<file path="config.mk">
export PLATFORM = sky130hd
export DESIGN_NAME = acia_tx_q
export DESIGN_NICKNAME = d
export VERILOG_FILES = /design/src/rtl/acia_pkg.sv /design/src/rtl/acia_sync_fifo.sv /design/src/rtl/acia_tx_q.sv
export SDC_FILE = /design/constraint.sdc
export NUM_CORES = 1
export LEC_CHECK = 0
export ABC_AREA = 1
export ABC_CLOCK_PERIOD_IN_PS = 2020
export CAP_MARGIN = 20
export CORE_ASPECT_RATIO = 1.25
export CORE_MARGIN = 1.5
export CORE_UTILIZATION = 25
export DETAILED_ROUTE_END_ITERATION = 6
export PLACE_DENSITY = 0.45
export SETUP_SLACK_MARGIN = 0.05
export SKIP_LAST_GASP = 1
export SYNTH_ARGS = -nofsm -noshare
export SYNTH_HDL_FRONTEND = slang
export SYNTH_SLANG_ARGS = --single-unit
</file>
<file path="constraint.sdc">
create_clock -name BCLK -period 2.02 [get_ports BCLK]
set_input_delay 0.303 -clock BCLK [delete_from_list [all_inputs] [get_ports BCLK]]
set_output_delay 0.303 -clock BCLK [all_outputs]
set_load 0.05 [all_outputs]
</file>
<file path="src/rtl/acia_pkg.sv">
// acia_pkg: shared state, format codes and frame helpers for the ACIA TX path.
// Optional feature macro: ACIA_TX_BREAK_EN (break state in acia_tx_q).
package acia_pkg;

   typedef enum logic [2:0] {
      ST_IDLE   = 3'd0,
      ST_START  = 3'd1,
      ST_DATA   = 3'd2,
      ST_PARITY = 3'd3,
      ST_STOP   = 3'd4,
      ST_BREAK  = 3'd5
   } tx_state_t;

   localparam logic [1:0] WLEN_8 = 2'b00;
   localparam logic [1:0] WLEN_7 = 2'b01;
   localparam logic [1:0] WLEN_6 = 2'b10;
   localparam logic [1:0] WLEN_5 = 2'b11;

   localparam logic [1:0] PMC_ODD   = 2'b00;
   localparam logic [1:0] PMC_EVEN  = 2'b01;
   localparam logic [1:0] PMC_MARK  = 2'b10;
   localparam logic [1:0] PMC_SPACE = 2'b11;

   typedef struct packed {
      logic [1:0] wlen;
      logic       pme;
      logic [1:0] pmc;
      logic       sbn;
   } tx_fmt_t;

   function automatic int unsigned stop_cycles(
      input logic [1:0]  wlen,
      input logic        pme,
      input logic        sbn,
      input int unsigned ovs
   );
      if (!sbn) return ovs;
      if (wlen == WLEN_5 && !pme) return ovs + ovs / 2;
      if (wlen == WLEN_8 && pme) return ovs;
      return ovs + ovs;
   endfunction

endpackage

</file>
<file path="src/rtl/acia_sync_fifo.sv">
// acia_sync_fifo: single-clock FIFO with level output, shared by TX and RX.
// Writes when full and reads when empty are ignored.
module acia_sync_fifo #(
   parameter int DEPTH = 4,
   parameter int WIDTH = 8
) (
   input  logic                     BCLK,
   input  logic                     RESET,
   input  logic                     wr,
   input  logic [WIDTH-1:0]         wr_data,
   input  logic                     rd,
   output logic [WIDTH-1:0]         rd_data,
   output logic                     full,
   output logic                     empty,
   output logic [$clog2(DEPTH):0]   level
);
   localparam int AW = $clog2(DEPTH);
   localparam int LW = AW + 1;

   logic [WIDTH-1:0] mem [DEPTH];
   logic [AW-1:0]    wp;
   logic [AW-1:0]    rp;
   logic             do_wr;
   logic             do_rd;

   assign full    = level == LW'(DEPTH);
   assign empty   = level == '0;
   assign do_wr   = wr & ~full;
   assign do_rd   = rd & ~empty;
   assign rd_data = mem[rp];

   always_ff @(posedge BCLK or negedge RESET) begin
      if (!RESET) begin
         wp    <= '0;
         rp    <= '0;
         level <= '0;
      end else begin
         if (do_wr) wp <= wp + AW'(1);
         if (do_rd) rp <= rp + AW'(1);
         case ({do_wr, do_rd})
            2'b10:   level <= level + LW'(1);
            2'b01:   level <= level - LW'(1);
            default: level <= level;
         endcase
      end
   end

   always_ff @(posedge BCLK) begin
      if (do_wr) mem[wp] <= wr_data;
   end

endmodule

</file>
<file path="src/rtl/acia_tx_q.sv">
// acia_tx_q: 6551-style serial transmitter with TX FIFO, 5..8 bits, 1/1.5/2 stop.
// Optional macro ACIA_TX_BREAK_EN adds the BRK-driven break state.
module acia_tx_q
   import acia_pkg::*;
#(
   parameter int FIFO_DEPTH = 4,
   parameter int OVS        = 16
) (
   input  logic                          BCLK,
   input  logic                          RESET,
   input  logic [7:0]                    WR_DATA,
   input  logic                          WR_VALID,
   output logic                          WR_READY,
   input  logic                          CTSB,
   input  logic [1:0]                    R_WLEN,
   input  logic                          R_PME,
   input  logic [1:0]                    R_PMC,
   input  logic                          R_SBN,
   input  logic                          BRK,
   output logic                          TX,
   output logic                          TXFULL,
   output logic                          TX_EMPTY,
   output logic [$clog2(FIFO_DEPTH):0]   FIFO_LEVEL
);
   localparam int OW = $clog2(OVS);

   tx_state_t   state;
   tx_fmt_t     fmt;
   logic [7:0]  shreg;
   logic [OW-1:0] ovs_cnt;
   logic [2:0]  bit_cnt;
   logic        par;
   logic        pop;
   logic        brk_req;
   logic        empty;
   logic        full;
   logic [7:0]  q_data;
   logic        ovs_end;
   logic        last_bit;
   logic        stop_end;
   logic        par_bit;
   logic [31:0] stop_len;
   logic [31:0] stop_pos;

`ifdef ACIA_TX_BREAK_EN
   logic brk_mark;
   assign brk_req = BRK;
`else
   logic unused_brk;
   assign unused_brk = BRK;
   assign brk_req    = 1'b0;
`endif

   acia_sync_fifo #(.DEPTH(FIFO_DEPTH), .WIDTH(8)) u_fifo (
      .BCLK    (BCLK),
      .RESET   (RESET),
      .wr      (WR_VALID),
      .wr_data (WR_DATA),
      .rd      (pop),
      .rd_data (q_data),
      .full    (full),
      .empty   (empty),
      .level   (FIFO_LEVEL)
   );

   assign WR_READY = ~full;
   assign TXFULL   = full;
   assign TX_EMPTY = empty & (state == ST_IDLE);
   assign pop      = (state == ST_IDLE) & ~empty & ~CTSB & ~brk_req;

   assign ovs_end  = ovs_cnt == OW'(OVS - 1);
   assign last_bit = bit_cnt == (3'd7 - {1'b0, fmt.wlen});
   assign stop_len = stop_cycles(fmt.wlen, fmt.pme, fmt.sbn, OVS);
   // stop can exceed one bit time, so bit_cnt counts whole stop periods
   assign stop_pos = 32'(bit_cnt) * 32'(OVS) + 32'(ovs_cnt);
   assign stop_end = stop_pos == stop_len - 32'd1;

   always_comb begin
      par_bit = 1'b1;
      unique case (fmt.pmc)
         PMC_ODD:   par_bit = ~par;
         PMC_EVEN:  par_bit = par;
         PMC_MARK:  par_bit = 1'b1;
         PMC_SPACE: par_bit = 1'b0;
      endcase
   end

   always_ff @(posedge BCLK or negedge RESET) begin
      if (!RESET) begin
         state   <= ST_IDLE;
         TX      <= 1'b1;
         fmt     <= '0;
         shreg   <= '0;
         ovs_cnt <= '0;
         bit_cnt <= '0;
         par     <= 1'b0;
`ifdef ACIA_TX_BREAK_EN
         brk_mark <= 1'b0;
`endif
      end else begin
         case (state)
            ST_IDLE: begin
               TX      <= 1'b1;
               ovs_cnt <= '0;
               bit_cnt <= '0;
`ifdef ACIA_TX_BREAK_EN
               if (brk_req) begin
                  state    <= ST_BREAK;
                  TX       <= 1'b0;
                  brk_mark <= 1'b0;
               end else
`endif
               if (pop) begin
                  state <= ST_START;
                  TX    <= 1'b0;
                  shreg <= q_data;
                  fmt   <= '{wlen: R_WLEN, pme: R_PME,
                             pmc: R_PMC, sbn: R_SBN};
               end
            end
            ST_START: begin
               ovs_cnt <= ovs_cnt + OW'(1);
               if (ovs_end) begin
                  ovs_cnt <= '0;
                  state   <= ST_DATA;
                  TX      <= shreg[0];
                  par     <= shreg[0];
               end
            end
            ST_DATA: begin
               ovs_cnt <= ovs_cnt + OW'(1);
               if (ovs_end) begin
                  ovs_cnt <= '0;
                  if (last_bit) begin
                     bit_cnt <= '0;
                     state   <= fmt.pme ? ST_PARITY : ST_STOP;
                     TX      <= fmt.pme ? par_bit : 1'b1;
                  end else begin
                     bit_cnt <= bit_cnt + 3'd1;
                     shreg   <= shreg >> 1;
                     TX      <= shreg[1];
                     par     <= par ^ shreg[1];
                  end
               end
            end
            ST_PARITY: begin
               ovs_cnt <= ovs_cnt + OW'(1);
               if (ovs_end) begin
                  ovs_cnt <= '0;
                  state   <= ST_STOP;
                  TX      <= 1'b1;
               end
            end
            ST_STOP: begin
               TX <= 1'b1;
               if (stop_end) begin
                  state   <= ST_IDLE;
                  ovs_cnt <= '0;
                  bit_cnt <= '0;
               end else if (ovs_end) begin
                  ovs_cnt <= '0;
                  bit_cnt <= bit_cnt + 3'd1;
               end else begin
                  ovs_cnt <= ovs_cnt + OW'(1);
               end
            end
`ifdef ACIA_TX_BREAK_EN
            ST_BREAK: begin
               if (!brk_mark) begin
                  TX      <= 1'b0;
                  ovs_cnt <= '0;
                  if (!BRK) begin
                     brk_mark <= 1'b1;
                     TX       <= 1'b1;
                  end
               end else begin
                  ovs_cnt <= ovs_cnt + OW'(1);
                  if (ovs_end) begin
                     ovs_cnt  <= '0;
                     brk_mark <= 1'b0;
                     state    <= ST_IDLE;
                  end
               end
            end
`endif
            default: begin
               state <= ST_IDLE;
               TX    <= 1'b1;
            end
         endcase
      end
   end

endmodule

</file>
# After elaboration in Yosys (flattened, before gate mapping)
# Memories as Yosys holds them, arrays and structs flattened.
# Cells that the tools add are included.
# totals
reg_bits	33
ramBits	32
input_bits	19
elab_cells	119
n_memories	1
# memory_table
memory	words	width	read_ports	rd_ports_with_merged_regs	wr	line_no	text
u_fifo.mem	4	8	1	0	1	acia_sync_fifo.sv:20	logic [WIDTH-1:0] mem [DEPTH];
# op_classes
addsub	9
eq_ne	22
muxes	45
bitwise_logic	10
reduce_logical	19
# ops
op	count
32-bit two-way mux	3
3-bit two-way mux	11
8-bit by 32-bit == test with 1-bit output	1
32-bit by 1-bit subtractor with 32-bit output, second input constant	1
8-bit two-way mux	3
8-bit case mux with 2 select lines	1
1-bit two-way mux	15
5-bit two-way mux	3
3-bit case mux with 5 select lines	1
2-bit != test, second input constant	6
4-bit case mux with 3 select lines	1
3-bit case mux with 3 select lines	1
7-bit by 4-bit adder with 8-bit output	1
2-bit == test, second input constant	4
4-bit two-way mux	2
1-bit case mux with 4 select lines	2
4-bit AND reduction	2
3-bit by 1-bit adder with 3-bit output, second input constant	2
3-bit by 2-bit == test with 1-bit output, second input constant	2
3-bit == test, second input constant	2
3-bit zero test	2
3-bit case mux with 2 select lines	1
3-bit AND reduction	2
6-bit AND reduction	1
21 further kinds	35

# Depth between registers and ports, before layout
# Gate-level depths: netlist of run 1.
# logic_depth
ltp_word	13
depth_mapped	15

# Modules after synthesis
# From an unflattened synthesis of run 1, not the netlist that was laid out.
# unflattened
cells_unflattened	373
hier_area_um2	3352.0
# by_module_without_submodules
module	n_inst	cells_each	area_per_inst_um2
acia_sync_fifo	1	154	1741.7
acia_tx_q	1	219	1610.3

# Worst setup path before layout of run 1
# OpenSTA, ideal clock, no wires.
# synth_path
kind	register to register
startpoint	register u_fifo.level[2]
endpoint	register u_fifo.level[2]
setup_time_ps	131
t_arrival_ps	3818
required_ps	1889
slack_ps	-1929
stages_incl_launch_ff	11
cell_sequence	dfrtp_1 inv_1 nor3_1 inv_1 nand2_1 ha_1 inv_1 fa_1 a21oi_1 o21ai_0 xor2_1
# synth_via
elab_cells_between_ends	14
cone_classes	2 x add/sub; 3 x eq/ne; 1 x mux; 6 x bitwise; 2 x reduce/logical
# synth_rtl
element	line_no	text
start: declaration	acia_sync_fifo.sv:15	output logic [$clog2(DEPTH):0] level
start signal: assignment	acia_sync_fifo.sv:41	2'b10: level <= level + LW'(1);
start signal: assignment	acia_sync_fifo.sv:42	2'b01: level <= level - LW'(1);
start signal: assignment	acia_sync_fifo.sv:43	default: level <= level;
3-bit == test *	acia_sync_fifo.sv:26	assign full = level == LW'(DEPTH);
named net TXFULL	acia_tx_q.sv:21	output logic TXFULL,
1-bit NOT *	n/a	
named net WR_READY	acia_tx_q.sv:13	output logic WR_READY,
1-bit AND *	acia_sync_fifo.sv:28	assign do_wr = wr & ~full;
2-bit by 1-bit == test with 1-bit output / 2-bit == test (equally long branches)	acia_sync_fifo.sv:40	case ({do_wr, do_rd})
3-bit case mux with 2 select lines / 2-bit nonzero test (equally long branches)	n/a	
# Mark *: on every way through the listed nets, which the timed path passes. The rest lies on a longest branch.
# A chain may end at the register's enable or synchronous reset.

# Worst setup path in the final report of run 1
# layout_path
startpoint	register fmt[5] (netlist name)
endpoint	register state[1]
# layout_via
elab_chain_len	12
elab_cells_between_ends	21
cone_classes	2 x add/sub; 5 x eq/ne; 10 x mux; 4 x reduce/logical
# layout_rtl
element	line_no	text
start: declaration	acia_tx_q.sv:28	tx_fmt_t fmt;
start signal: assignment	acia_tx_q.sv:117	fmt <= '{wlen: R_WLEN, pme: R_PME,
2-bit zero test	acia_pkg.sv:39	if (wlen == WLEN_8 && pme) return ovs;
1-bit logical AND	acia_pkg.sv:39	
1-bit two-way mux (2 in a row)	acia_pkg.sv:39	
1-bit two-way mux	acia_pkg.sv:38	if (wlen == WLEN_5 && !pme) return ovs + ovs / 2;
32-bit two-way mux	acia_pkg.sv:40	return ovs + ovs;
32-bit two-way mux	acia_pkg.sv:39	
32-bit two-way mux	acia_pkg.sv:38	
32-bit by 1-bit subtractor with 32-bit output	acia_tx_q.sv:76	assign stop_end = stop_pos == stop_len - 32'd1;
8-bit by 32-bit == test with 1-bit output	acia_tx_q.sv:76	
2-bit != test (no line)	n/a	
6-bit AND reduction (no line) *	n/a	
end signal: assignment	acia_tx_q.sv:136	state <= fmt.pme ? ST_PARITY : ST_STOP;
end: declaration	acia_tx_q.sv:27	tx_state_t state;
# Every way passes the cells marked *; elsewhere a longest branch is shown, timed or not. The select of a mux whose other input is x is not followed.

==> results of run 1 <==
area by class of cell:
type                    instances  area (um2)  area share (%)
repair buffers                 56         510            11.7
inverters                      43         165            3.78
well taps                     168         210            4.82
flip-flops and latches         65        1800            41.1
multi-input cells             222        1360            31.1
clock inverters                 7         103            2.35
clock buffers                   9         225            5.16
sequential cells by signal, summed over array words and instances (netlist names), 3 cells and up:
signal / count
shreg: 8
ovs_cnt: 4
bit_cnt: 3
u_fifo.level: 3
u_fifo.mem: 32
fmt: 6
state: 3
per-layer routing:
metal,part of all wire [%],vias to the layer above
li1,-,1240
met1,44,1153
met4,1.5,0
met5,0,-
met2,52,33
met3,3.4,9
stage by stage:
stage / hold WS, ns / cells / setup TNS [ns] / setup slack (ns)
finish: 0.380 / 570 / -0.0105 / -0.00546
global route: 0.424 / 570 / -1.68 / -0.242
CTS: 0.396 / 568 / -0.207 / -0.0588
detailed placement: 0.470 / 548 / -0.894 / -0.192
global placement: 0.467 / 548 / -0.465 / -0.113
floorplan: 0.00741 / 337 / -9.67 / -0.784
synthesized netlist by cell type:
| cell | instances |
|---|---|
| sky130_fd_sc_hd__nand2_1 | 66 |
| sky130_fd_sc_hd__inv_1 | 41 |
| sky130_fd_sc_hd__nor2_1 | 37 |
| sky130_fd_sc_hd__o21ai_0 | 33 |
| sky130_fd_sc_hd__dfrtp_1 | 32 |
| sky130_fd_sc_hd__edfxtp_1 | 32 |
| sky130_fd_sc_hd__nand3_1 | 17 |
| sky130_fd_sc_hd__a21oi_1 | 12 |
| sky130_fd_sc_hd__ha_1 | 10 |
| sky130_fd_sc_hd__o21a_1 | 8 |
| sky130_fd_sc_hd__o22ai_1 | 7 |
| sky130_fd_sc_hd__xor2_1 | 7 |
| sky130_fd_sc_hd__buf_2 | 4 |
| sky130_fd_sc_hd__nor3_1 | 4 |
| sky130_fd_sc_hd__nand2_4 | 3 |
| sky130_fd_sc_hd__o21ai_2 | 3 |
| sky130_fd_sc_hd__nand2_2 | 2 |
| sky130_fd_sc_hd__nand4_1 | 2 |
| sky130_fd_sc_hd__nor2_4 | 2 |
| sky130_fd_sc_hd__o211ai_1 | 2 |
| sky130_fd_sc_hd__a21oi_4 | 1 |
| sky130_fd_sc_hd__a221oi_1 | 1 |
| sky130_fd_sc_hd__buf_1 | 1 |
| sky130_fd_sc_hd__buf_6 | 1 |
| sky130_fd_sc_hd__clkbuf_1 | 1 |
| sky130_fd_sc_hd__clkinv_1 | 1 |
| sky130_fd_sc_hd__dfstp_2 | 1 |
| sky130_fd_sc_hd__fa_1 | 1 |
| sky130_fd_sc_hd__inv_2 | 1 |
| sky130_fd_sc_hd__nand3_2 | 1 |
| sky130_fd_sc_hd__o21ai_1 | 1 |
| sky130_fd_sc_hd__o21bai_1 | 1 |
| sky130_fd_sc_hd__xnor2_1 | 1 |
cells by family after synthesis:
| group | after synthesis | synth area share (%) |
|---|---|---|
| adders and majority gates | 11 | 4.54 |
| and+or+nand+nor | 134 | 18.3 |
| buffers and inverters | 50 | 6.27 |
| AOI/OAI and AO/OA | 69 | 12.8 |
| DFF | 65 | 56.0 |
| xor gates and xnor gates | 8 | 2.19 |
placed cells by master (no fill, tap or decap), types with 3 or more instances in the layout:
cell type / count
sky130_fd_sc_hd__nand2_1: 60
sky130_fd_sc_hd__inv_1: 35
sky130_fd_sc_hd__nor2_1: 35
sky130_fd_sc_hd__edfxtp_1: 32
sky130_fd_sc_hd__buf_4: 30
sky130_fd_sc_hd__o21ai_0: 28
sky130_fd_sc_hd__dfrtp_1: 26
sky130_fd_sc_hd__clkdlybuf4s50_1: 20
sky130_fd_sc_hd__nand3_1: 11
sky130_fd_sc_hd__a21oi_1: 11
sky130_fd_sc_hd__clkbuf_16: 9
sky130_fd_sc_hd__o21a_1: 8
sky130_fd_sc_hd__nand2_2: 7
sky130_fd_sc_hd__xor2_1: 7
sky130_fd_sc_hd__o22ai_1: 7
sky130_fd_sc_hd__inv_2: 6
sky130_fd_sc_hd__nand3_2: 6
sky130_fd_sc_hd__ha_1: 6
sky130_fd_sc_hd__dfrtp_2: 6
sky130_fd_sc_hd__o21ai_1: 5
sky130_fd_sc_hd__nand2_4: 4
sky130_fd_sc_hd__o21ai_2: 4
sky130_fd_sc_hd__buf_6: 4
sky130_fd_sc_hd__nor2_4: 3
sky130_fd_sc_hd__ha_4: 3
worst paths after layout:
path	start	to	slack, ns	depth (start not counted)
min in group BCLK	fmt[2]	fmt[2]	0.49	2
hold / removal	RESET	fmt[0]	0.38	2
hold reg to reg	fmt[2]	fmt[2]	0.49	2
max in group asynchronous	RESET	TX	1.28	2
setup reg to reg	fmt[5]	state[1]	-0.005	14
setup / recovery	fmt[5]	state[1]	-0.005	14
power groups by stage:
| stage | sequential, mW | clock [mW] | combinational, mW |
|---|---|---|---|
| after floorplan | 2.20 | 0 | 1.83 |
| after global placement | 2.13 | 0 | 2.81 |
| after detailed placement | 2.14 | 0 | 2.83 |
| after CTS | 2.13 | 1.75 | 3.00 |
| after global routing | 2.19 | 1.81 | 3.48 |
| final | 2.13 | 1.70 | 3.06 |
repair_timing:
| item | CTS | global route |
|---|---|---|
| resized for setup | 23 | 15 |
| buffers inserted | 4 | 2 |
| hold buffers | 0 | 0 |
| hold endpoints to repair | 0 | 0 |
| setup endpoints to repair | 8 | 10 |
| pin swaps | 19 | 17 |
==> metrics.log, run 1 <==
INFO  metric power.share.switching = between 30% and 40%
INFO  metric critical_path.startpoint_type = register
INFO  metric grt_max_degree = 34
INFO  metric final_min_period_over_clock_period = 100%
INFO  metric totalWireLength = 7.02 mm
INFO  metric hold_viol = 0
INFO  metric clock_tree.root_cell = sky130_fd_sc_hd__clkbuf_16
INFO  metric postLayoutSetupSlackWorst = -0.00546 ns
INFO  metric critical_path.most_common_cell = sky130_fd_sc_hd__nand2_2
INFO  metric cts_tree = done
INFO  metric cts.htree.levels = 3
INFO  metric postSynthCellCount = roughly 340
INFO  metric ratio_of_cells_with_drive_above_1_in_the_final_layout = 25.6%
INFO  metric global_route_track_usage_on_met2 = between 20% and 30%
INFO  metric placement_rows = between 40 and 50
INFO  metric detail_route.vias_per_cell = approximately 4.3
INFO  metric core-area = around 13000 um2
INFO  metric share_clk_of_total_power = 24.7%
INFO  metric clk-insertion-delay-late = ~0.33 ns
INFO  metric crit_path_end_kind = register
INFO  metric cp_top_family = simple AND/OR/NAND/NOR gates
INFO  metric failed_checks = setup timing
INFO  metric antenna-diode-count = 0
INFO  metric clock_skew = ~0.005 ns
INFO  metric detail_route.drc_violations = 0
INFO  metric synth_seq_area_share = 56.0%
INFO  metric numCtsBuffers = 9
INFO  metric final_design_area_no_fill = 4370 um2
INFO  metric worst-endpoint-arrival = roughly 2.2 ns
INFO  metric critical_path_class = reg2reg
INFO  metric design.die.area = between 10000 and 15000 um2
INFO  metric cp_slowest_stage_delay = ~0.44 ns
INFO  metric rsz0062_at_grt = yes
INFO  metric first_pass_drt_iterations = 4
INFO  metric globalRoute.totalOverflow = 0
INFO  metric cts_sinks = 65
INFO  metric path_clk_slew = 0.06 ns
INFO  metric highest_clock_rate = roughly 0.49 GHz
INFO  metric drt.antenna.violating_nets = 0
INFO  metric pwr-share-comb = around 44%
INFO  metric use_met3 = about 2.9%
INFO  metric path_max_fanout = 4
INFO  metric final_core_utilization = 34.6%
INFO  metric grt_pass1_vias = ~2600
INFO  metric timing.critical_path.required = 2.24 ns
INFO  metric number_of_setup_violations_in_the_final_report = 2
INFO  metric timing.critical_path.cells = nand2_2 > nor2_4 > nor3_4 > buf_6 > ha_4 > inv_2 > nand2_2 > nand2_1 > nor2_1 > nand4_1 > nand2_2 > nand3_4 > nand2_1 > o21ai_1
INFO  metric power.ir.vdd_worst = approximately 600 uV
INFO  metric global_route_usage_sum = 11.7%
INFO  metric power = just under 7 mW
INFO  metric grt_pass1_wl = between 10 and 15 mm
INFO  metric clock_path_buffers = 2
INFO  metric crit_buf_inv = 2
INFO  metric yosysTopAreaCellShare = ~30%
INFO  metric die_width = ~100 um
INFO  metric fillers = roughly 1300
INFO  metric yosysTopAreaCell = sky130_fd_sc_hd__edfxtp_1
INFO  metric global_route.usage.met1 = between 10% and 20%
INFO  metric fp.dieH = ~130 um
INFO  metric postSynthNetCount = between 300 and 400
INFO  metric internal_power = 4.22 mW
INFO  metric grt_antenna_before_repair = 0
INFO  metric power_leakage = roughly 1.8 nW
INFO  metric power.sequential.fraction = between 30% and 40%
INFO  metric design.portCount = 26
INFO  metric report.final.slew_viol_count = 0
INFO  metric grt.busiest_layer = met2
INFO  metric max_cap_violations = 0
INFO  metric timing.slew.headroom = 66.6%
INFO  metric hold_class = in2async
INFO  metric yosys_warnings = 0
INFO  metric total_switching_power = between 2 and 3 mW
INFO  metric gp_congestion = 0.762
INFO  metric tightestPinTransition = 0.499 ns
INFO  metric post_synth_main_area_contributors = sky130_fd_sc_hd__edfxtp_1 30%, sky130_fd_sc_hd__dfrtp_1 25%, sky130_fd_sc_hd__nand2_1 7.8%
INFO  metric placement.cell_area = ~3900 um2
INFO  metric avgRoutedWirePerCell = 12.3 um
INFO  metric vias = approximately 2400
INFO  metric start_util = 25.3%
INFO  metric finalWorstPathRequiredPeriod = slightly above 2 ns
INFO  metric detailed_place_hpwl = between 4 and 5 mm
INFO  metric post_synthesis_cell_area = ~3200 um2
INFO  metric synth.avg_cell_area = ~9.5 um2
INFO  metric critical-path-slowest-cell = sky130_fd_sc_hd__dfrtp_2
INFO  metric outcome = finished, violations left
INFO  metric finalNetCount = approximately 430
INFO  metric buffer_ports.inserted = 24
INFO  metric drt-initial-drc-count = 94
INFO  metric area_delta_synth_final = 36.7%
INFO  metric synthDistinctLibCells = 33
INFO  metric power_density = approximately 1600 nW/um2
INFO  metric ys_ff_latch = between 60 and 70
(Power assumes the default switching activity.)
==> run 2, diff against run 1 <==
- PLACE_DENSITY: 0.45 -> 0.41
==> run 2 against run 1 <==
Against the previous run:
- the run still ends with setup timing left
- via count down 0.49%
- first-iteration DRC count down 8.5%
- sequential power down 2%
- sequential share of layout area down 0.11 points
- critical path type unchanged
- clock power down 10%
- worst hold slack worse by 0.081 ns
- sequential cell count unchanged
- cell area up 0.20%
- non-clock buffer count up 4
==> metrics.log, run 2 (synthesized netlist as in run 1, its figures left out) <==
INFO  metric design.portCount = 26 (unchanged)
INFO  metric multi_input_area = 1360 um2 (+0.18%)
INFO  metric grt_antenna_before_repair = 0 (unchanged)
INFO  metric global_route_usage_sum = 12.1% (+0.36 points)
INFO  metric fp.dieH = 129 um (unchanged)
INFO  metric clock_tree.root_cell = sky130_fd_sc_hd__clkbuf_16
INFO  metric grt_max_degree = 27 (-21%)
INFO  metric first_pass_drt_iterations = 6 (+2)
INFO  metric clock_path_buffers = 2 (unchanged)
INFO  metric placement.cell_area = 3880 um2 (+0.71%)
INFO  metric detail_route.drc_violations = 0 (unchanged)
INFO  metric final_design_area_no_fill = 4370 um2 (+0.20%)
INFO  metric start_util = 25.3% (unchanged)
INFO  metric failed_checks = setup timing
INFO  metric clock_skew = 0.00602 ns (+0.000930 ns)
INFO  metric power_density = 1550 nW/um2 (-1.6%)
INFO  metric regArea = 1790 um2 (about the same)
INFO  metric power = 6.80 mW (-1.4%)
INFO  metric worst-endpoint-arrival = 2.31 ns (+0.07 ns)
INFO  metric hold_class = in2async
INFO  metric highest_clock_rate = 0.478 GHz (-3.2%)
INFO  metric area_delta_synth_final = 36.9%
INFO  metric numCtsBuffers = 9 (unchanged)
INFO  metric path_clk_slew = 0.06 ns (about the same)
INFO  metric detailedPlace.worstSlack = -0.155 ns (+0.0370 ns)
INFO  metric cts.htree.levels = 3 (unchanged)
INFO  metric fin_hold_ws = 0.299 ns (-0.0806 ns)
INFO  metric critical_path.startpoint_type = register
INFO  metric gp_congestion = 0.769 (+0.97%)
INFO  metric buffer_ports.inserted = 24 (unchanged)
INFO  metric max_cap_violations = 0 (unchanged)
INFO  metric cts.hold.buffers_added = 0 (unchanged)
INFO  metric final_min_period_over_clock_period = 104% (+3.3 points)
INFO  metric drt.antenna.violating_nets = 0 (unchanged)
INFO  metric vias = 2423 (-0.49%)
INFO  metric design.die.area = 13500 um2 (unchanged)
INFO  metric finalWorstPathRequiredPeriod = 2.09 ns (+0.0663 ns)
INFO  metric outcome = finished, violations left
INFO  metric reg_top3 = u_fifo.mem x32, shreg x8, fmt x6
INFO  metric tightestPinTransition = 0.562 ns (+0.0631 ns)
INFO  metric number_of_setup_violations_in_the_final_report = 9 (+7)
INFO  metric cts_sinks = 65 (unchanged)
INFO  metric timing.slew.headroom = 62.4% (-4.2 points)
INFO  metric r2r_setup_slack = -0.07 ns (-0.07 ns)
INFO  metric detail_route.vias_per_cell = 4.22 (-1.2%)
INFO  metric antenna-diode-count = 0 (unchanged)
INFO  metric ratio_of_cells_with_drive_above_1_in_the_final_layout = 26.8% (+1.2 points)
INFO  metric grt_pass1_vias = 2637 (+2.8%)
INFO  metric largest_reg_flops = 32 (unchanged)
INFO  metric clk-insertion-delay-late = 0.33 ns (about the same)
INFO  metric hold_viol = 0 (unchanged)
INFO  metric path_max_fanout = 4 (unchanged)
INFO  metric core-area = 12600 um2 (unchanged)
INFO  metric cts_tree = done
INFO  metric globalRoute.totalOverflow = 0 (unchanged)
INFO  metric grt_pass1_wl = 12.6 mm (+2.1%)
INFO  metric timing.critical_path.required = 2.24 ns (about the same)
INFO  metric postLayoutSetupSlackWorst = -0.0718 ns (-0.0663 ns)
INFO  metric critical_path_class = reg2reg
INFO  metric die_width = 104 um (unchanged)
INFO  metric power_leakage = 1.80 nW (about the same)
INFO  metric detailed_place_hpwl = 5.09 mm (+3.4%)
INFO  metric finalNetCount = 431 (+0.94%)
INFO  metric rsz0062_at_grt = yes
INFO  metric setup-tns-final = -0.379 ns (-0.369 ns)
INFO  metric drt-initial-drc-count = 86 (-8.5%)
INFO  metric placement_rows = 46 (unchanged)
INFO  metric crit_path_end_kind = register
INFO  metric power.ir.vdd_worst = 506 uV (-14%)
INFO  metric register_name_with_the_most_flops = u_fifo.mem
INFO  metric fillers = 1302 (-0.15%)
INFO  metric totalWireLength = 7.32 mm (+4.3%)
INFO  metric layout.cells.most_common = sky130_fd_sc_hd__nand2_1
INFO  metric layout_common_cells = 59 x sky130_fd_sc_hd__nand2_1, 35 x sky130_fd_sc_hd__inv_1, 35 x sky130_fd_sc_hd__nor2_1, 35 x sky130_fd_sc_hd__buf_4, 32 x sky130_fd_sc_hd__edfxtp_1
INFO  metric avgRoutedWirePerCell = 12.8 um (+3.6%)
INFO  metric report.final.slew_viol_count = 0 (unchanged)
==> run 2: cell count changes in the layout (fill, tap and decap cells not counted), moves of 2 or more <==
cell,before,now
sky130_fd_sc_hd__buf_4,30,35
sky130_fd_sc_hd__buf_6,4,2
sky130_fd_sc_hd__clkinv_2,0,2
sky130_fd_sc_hd__clkinvlp_4,2,5
sky130_fd_sc_hd__inv_6,2,0
sky130_fd_sc_hd__o21ai_1,5,3
sky130_fd_sc_hd__o21ai_2,4,6
==> run 2: critical path, cell delays in order, from the launching register on <==
cell and delay, ns:
sky130_fd_sc_hd__dfrtp_2 0.45, sky130_fd_sc_hd__nor3_4 0.20, sky130_fd_sc_hd__nor3_2 0.06, sky130_fd_sc_hd__buf_4 0.14
sky130_fd_sc_hd__ha_4 0.27, sky130_fd_sc_hd__inv_2 0.03, sky130_fd_sc_hd__nand2_1 0.05, sky130_fd_sc_hd__nand2_1 0.04
sky130_fd_sc_hd__nor2_1 0.10, sky130_fd_sc_hd__nand4_1 0.22, sky130_fd_sc_hd__buf_4 0.23, sky130_fd_sc_hd__nand3_2 0.05
sky130_fd_sc_hd__nand2_1 0.05, sky130_fd_sc_hd__nand2_1 0.06, sky130_fd_sc_hd__nand2_1 0.05
==> run 2: per-layer routing <==
metal  GRT usage [%]  up-vias  wire [um]
li1                -     1249          -
met1            13.5     1138       3150
met2            22.1       31       3860
met3            3.17        5        233
met4            4.66        0         79
met5               0        -          0
==> run 2: cell type report <==
cell class / instances / share of cell area, %
sequential: 65 / 41.0
multi-input combinational: 222 / 31.1
inverter: 43 / 3.86
tap: 168 / 4.81
clock inverter: 7 / 1.63
timing repair buffer: 60 / 12.5
clock buffer: 9 / 5.15
==> run 2: report_power, final <==
part	leakage (nW)	internal, mW	switching, mW
logic	0.970	1.32	1.85
registers	0.698	1.84	0.253
clock network	0.137	0.951	0.575
total	1.80	4.12	2.68
==> run 2: path summary, 6_finish.rpt <==
path,start,end,depth (start not counted)
max in group asynchronous,RESET,u_fifo.level[0],2
min,RESET,fmt[0],1
max,fmt[4],bit_cnt[1],14
max reg2reg,fmt[4],bit_cnt[1],14
min in group BCLK,fmt[2],fmt[2],2
min reg2reg,fmt[2],fmt[2],2
==> run 2: through the flow <==
| stage | cells | utilization, % |
|---|---|---|
| after global placement | 550 | 30.8 |
| after detailed placement | 550 | 30.8 |
| after global routing | 574 | 34.7 |
| final | 574 | 34.7 |
| after floorplan | 337 | - |
| after CTS | 571 | 33.9 |
==> run 2: repair_timing <==
item                       4_1_cts  5_1_grt
hold endpoints to repair         0        0
pin swaps                       16       20
setup buffers                    5        3
setup endpoints to repair        9       10
gates resized for setup         18       19
